--- src/rtl/regread_pkg.sv ---
// rtl/regread_pkg.sv - shared constants and FSM state type for the register-read arbiter
package regread_pkg;

   localparam int NREQ   = 4;
   localparam int SEL_W  = 4;
   localparam int DATA_W = 32;

   typedef enum logic [1:0] {
      IDLE    = 2'd0,
      DRIVE   = 2'd1,
      CAPTURE = 2'd2
   } state_t;

endpackage

--- src/rtl/rr_pick.sv ---
// rtl/rr_pick.sv - combinational round-robin pick among four requesters
module rr_pick
   import regread_pkg::*;
(
   input  logic [NREQ-1:0] req,
   input  logic [1:0]      ptr,
   output logic [NREQ-1:0] grant,
   output logic [1:0]      idx
);

   logic       found;
   logic [1:0] cand;

   // Search from ptr upward, wrapping 3->0; the first set request wins.
   always_comb begin
      grant = '0;
      idx   = ptr;
      found = 1'b0;
      cand  = ptr;
      for (int k = 0; k < NREQ; k++) begin
         cand = ptr + 2'(k);
         if (!found && req[cand]) begin
            found       = 1'b1;
            idx         = cand;
            grant[cand] = 1'b1;
         end
      end
   end

endmodule

--- src/rtl/regread_arbiter.sv ---
// rtl/regread_arbiter.sv - three-state arbiter sharing one external 16:1 register mux
module regread_arbiter #(
   parameter int DATA_W = 32,
   parameter int SEL_W  = 4,
   parameter int NREQ   = 4
) (
   input  logic                  clk,
   input  logic                  rst,
   input  logic [NREQ-1:0]       req,
   input  logic [NREQ*SEL_W-1:0] addr,
   output logic [SEL_W-1:0]      sel,
   input  logic [DATA_W-1:0]     mux_data,
   output logic [NREQ-1:0]       gnt,
   output logic [NREQ-1:0]       ack,
   output logic [DATA_W-1:0]     rdata
);
   import regread_pkg::state_t;
   import regread_pkg::IDLE;
   import regread_pkg::DRIVE;
   import regread_pkg::CAPTURE;

   state_t           state;
   logic [1:0]       ptr;
   logic [1:0]       owner;
   logic [NREQ-1:0]  pick_grant;
   logic [1:0]       pick_idx;
   logic [SEL_W-1:0] addr_arr [NREQ];

   for (genvar i = 0; i < NREQ; i++) begin : g_addr
      assign addr_arr[i] = addr[i*SEL_W +: SEL_W];
   end

   rr_pick u_pick (
      .req   (req),
      .ptr   (ptr),
      .grant (pick_grant),
      .idx   (pick_idx)
   );

   // One transaction is IDLE (pick, latch address) -> DRIVE (mux settles) -> CAPTURE (ack pulse).
   always_ff @(posedge clk) begin
      if (rst) begin
         state <= IDLE;
         ptr   <= 2'd0;
         owner <= 2'd0;
         sel   <= '0;
         gnt   <= '0;
         ack   <= '0;
         rdata <= '0;
      end else begin
         case (state)
            IDLE: begin
               ack <= '0;
               if (|req) begin
                  owner <= pick_idx;
                  sel   <= addr_arr[pick_idx];
                  gnt   <= pick_grant;
                  state <= DRIVE;
               end
            end
            DRIVE: begin
               // gnt is the owner's one-hot code, so it doubles as the ack pattern.
               rdata <= mux_data;
               ack   <= gnt;
               gnt   <= '0;
               state <= CAPTURE;
            end
            CAPTURE: begin
               ack   <= '0;
               ptr   <= owner + 2'd1;
               state <= IDLE;
            end
            default: begin
               gnt   <= '0;
               ack   <= '0;
               state <= IDLE;
            end
         endcase
      end
   end

endmodule

--- config.mk ---
export PLATFORM = sky130hd
export DESIGN_NAME = regread_arbiter
export DESIGN_NICKNAME = d
export VERILOG_FILES = /design/src/rtl/regread_pkg.sv /design/src/rtl/rr_pick.sv /design/src/rtl/regread_arbiter.sv
export SDC_FILE = /design/constraint.sdc
export NUM_CORES = 1
export LEC_CHECK = 0
export CAP_MARGIN = 20
export CORE_MARGIN = 5
export CORE_UTILIZATION = 46
export CTS_CLUSTER_SIZE = 16
export DETAILED_ROUTE_END_ITERATION = 7
export PLACE_DENSITY = 0.86
export SYNTH_ARGS = -nofsm -noshare
export SYNTH_HDL_FRONTEND = slang
export SYNTH_HIERARCHICAL = 1
export SYNTH_SLANG_ARGS = --single-unit
--- constraint.sdc ---
create_clock -name clk -period 6.5 [get_ports clk]
set_input_delay 0.65 -clock clk [delete_from_list [all_inputs] [get_ports clk]]
set_output_delay 0.65 -clock clk [all_outputs]
set_load 0.01 [all_outputs]
==> flow_summary.toml <==
[routing]
wl_per_cell_um = 13.9
via_per_inst = 5.18
wl_um = 5920
route.detailed.drc = 0
num_vias = 2211
drt_iter0_markers = 86
drt_pass1_iterations = 4
ant_nets = 0

[floorplan]
io_pins = 98
dieWidth_um = 81.1
dieHeight_um = 81.1
core_sq_um = 4820
initial_core_util_pct = 48.3
rows = 25
die_area_sq_um = 6580

[clock_tree]
post_cts_resized = 0
clock-root-buffer = "clkbuf_8"
postCtsSetupBuffers = 0
clk_pin_slew_ns = 0.08
hold_buffers = 0
cts_tree = "done"
clk-insertion-delay-late_ns = 0.30
htreeDepth = 2
cts_buffers = 5
clockBufferDepth = 2
cts.sinks = 50

[worst_hold_path]
hp-start = "rdata[30]"
min_path_cells = 2
min_to = "rdata[30]"
hold_class = "reg -> reg"

[placed_design]
port_buffers = 97
placed_area_sq_um = 3290
hpwl_um = 4370
dp_cells = 421
gp_congestion = 0.863

[power_and_ir_drop]
ir_worst_vdd_v = 0.000202
total_power_uw = 708
total_leakage_power_uw = 0.00122
power.density_nw_per_um2 = 210

[yosys]
yosysWarnings = 6
synth-compound-area-share_pct = 16.7
synth_top_family_by_area = "simple AND/OR/NAND/NOR gates"
synth_seq_cells = 50
syn_area_per_cell_sq_um = 8.53
synth.area.mux_share_pct = 7.79
synth_xor_area_share_pct = 0.752
syn_inst = 273
ys_seq_area_share_pct = 43.0
ys_async_sr_fraction_pct = 0
synth_edf_count = 0
synth_area_sq_um = 2330
syn-num-nets = 332
ys_types = 41
synth_fa_ha_area_share_pct = 2.69
synthSimpleGateAreaFrac_pct = 22.2
yosys_most_used_dff = "dfxtp_1"

[worst_setup_path]
r2r-end = "sel[0]"
reg2reg_depth = 9
r2r-start = "ptr[0]"
cp_data_arrival_time_ns = 3.74
rrSetupSlack_ns = 2.93
cp_top_family = "multiplexers"
critPathMaxStageDelay_ns = 0.68
cp.buffers_inverters = 2
critPathSlowestCell = "dfxtp_1"
path_class = "reg -> reg"
path_cells = "inv_1, ha_1, mux4_4, inv_1, o2111ai_1, xnor2_1, mux4_1, nand3_1, a21oi_1"
required_ns = 6.67
crit_top_cell = "inv_1"
crit_fanout = 15
end_kind = "flip-flop"
cp-start-kind = "flip-flop"

[finish]
final_cells = 427
num-nets-final = 420
postLayoutCellArea_sq_um = 3370
fillers = 398
drive_above_1_share_pct = 6.67
num_antenna_cells = 0
area_delta_synth_final_pct = 44.8

[timing]
grt_setup_unrepaired = "no"
timing.final.crit_share_pct = 54.9
period_minus_slack_ns = 3.57
clock.fmax_mhz = 280
setup_viol = 0
slew-limit-headroom_pct = 56.6
hold_viol = 0
hold_ws_ns = 0.456
worst_pin_slew_ns = 0.646
drv_slew = 0
finalClockSkew_ns = 0.00592
tns_ns = 0

[grt]
grt_pass1_vias = 2186
antenna_found_initial = 0
grt_max_degree = 44
grt_first_pass_wirelength_um = 9500
grt-ovfl-total = 0
grtUsageTotal_pct = 18.4

[flow_run]
maxCapViolations = 0

[run_status]
status = "finished clean"
-- layout make-up --
class | count | area [sq um] | share of cell area [%]
multi-input cells | 194 | 1170 | 34.7
well taps | 67 | 83.8 | 2.49
clock buffers | 6 | 82.6 | 2.45
flip-flops and latches | 50 | 1000 | 29.7
inverters | 9 | 33.8 | 1.00
repair buffers | 101 | 1000 | 29.7
-- per-stage QoR --
step | setup WS [ns] | utilization (%)
floorplan | 3.68 | -
global placement | 2.94 | 68.3
detailed placement | 2.83 | 68.3
CTS | 2.94 | 70.0
global route | 2.64 | 70.0
finish | 2.93 | 70.0
-- registers in the layout, indices dropped and copies added, names as in the netlist --
| signal | flops |
|---|---|
| gnt | 4 |
| sel | 4 |
| ack | 4 |
| state | 2 |
| owner | 2 |
| rdata | 32 |
| ptr | 2 |
-- tightest hold or removal path, delay by kind of cell, from the launching register on --
kind             cells  cell delay [ns]
AND/OR/NAND/NOR      1             0.05
flip-flops           1             0.31
AO/OA/AOI/OAI        1             0.05
-- metal layers --
metal / vias up / wire length [um] / GRT usage (%)
met5: - / 0 / 0
met4: 0 / 154 / 7.26
met3: 14 / 503 / 5.99
met2: 89 / 2880 / 33.5
met1: 1001 / 2390 / 19.6
li1: 1107 / - / -
-- cells by family after synthesis --
kind of cell    after synthesis
flops                        50
buf+inv                      29
compound gates               68
mux                           8
xor+xnor                      2
simple gates                111
fa+ha+maj                     5
-- cells in the mapped netlist (5+ instances only) --
cell type / instances / area, sq um
a21oi_1: 44 / 220
buf_2: 5 / 25.0
clkbuf_1: 6 / 22.5
dfxtp_1: 50 / 1000
ha_1: 5 / 62.6
inv_1: 9 / 33.8
nand2_1: 69 / 259
nand3_1: 10 / 50.1
nor2_1: 5 / 18.8
o21ai_0: 11 / 55.1
-- worst max path at each step --
stage	from	end	slack, ns	cells after the start
2_1_floorplan	ptr[0]	sel[0]	3.68	11
3_3_place_gp	req[2]	sel[0]	2.94	8
3_5_place_dp	req[2]	sel[0]	2.83	8
4_1_cts	ptr[0]	sel[0]	2.94	9
5_1_grt	ptr[0]	sel[3]	2.64	9
6_report	ptr[0]	sel[0]	2.93	9
-- cell usage in the layout, fill, tap and decap left out, drive strengths merged --
cell           synthesis  layout
and2                   4       4
o31ai                  1       1
nor3b                  2       2
nand3b                 1       1
nor3                   3       3
o221ai                 4       4
or4                    2       2
o21ai                 11      11
nand3                 10      10
a21oi                 44      44
o22a                   1       1
buf                   13       4
nand2b                 3       3
a211oi                 1       1
and3b                  1       1
xor2                   1       1
or2                    2       2
o32a                   1       1
or3                    1       1
o2111ai                1       1
or2b                   2       2
nor4                   1       1
a22oi                  4       4
nand2                 69      69
inv                    9       9
mux4                   7       7
mux2i                  1       1
dfxtp                 50      50
xnor2                  1       1
and3                   1       1
clkdlybuf4s50          0      97
clkbuf                 7       6
nor2                   6       6
ha                     5       5
or3b                   1       1
nor2b                  2       2
-- report_power, final --
group          internal [uW]  switching (uW)  total [uW]  leakage (uW)
clock                   82.1            91.0         173     0.0000431
sequential               329            15.7         345      0.000409
combinational            106            84.2         190      0.000770
Note: power is estimated with default switching activity, not from simulation.
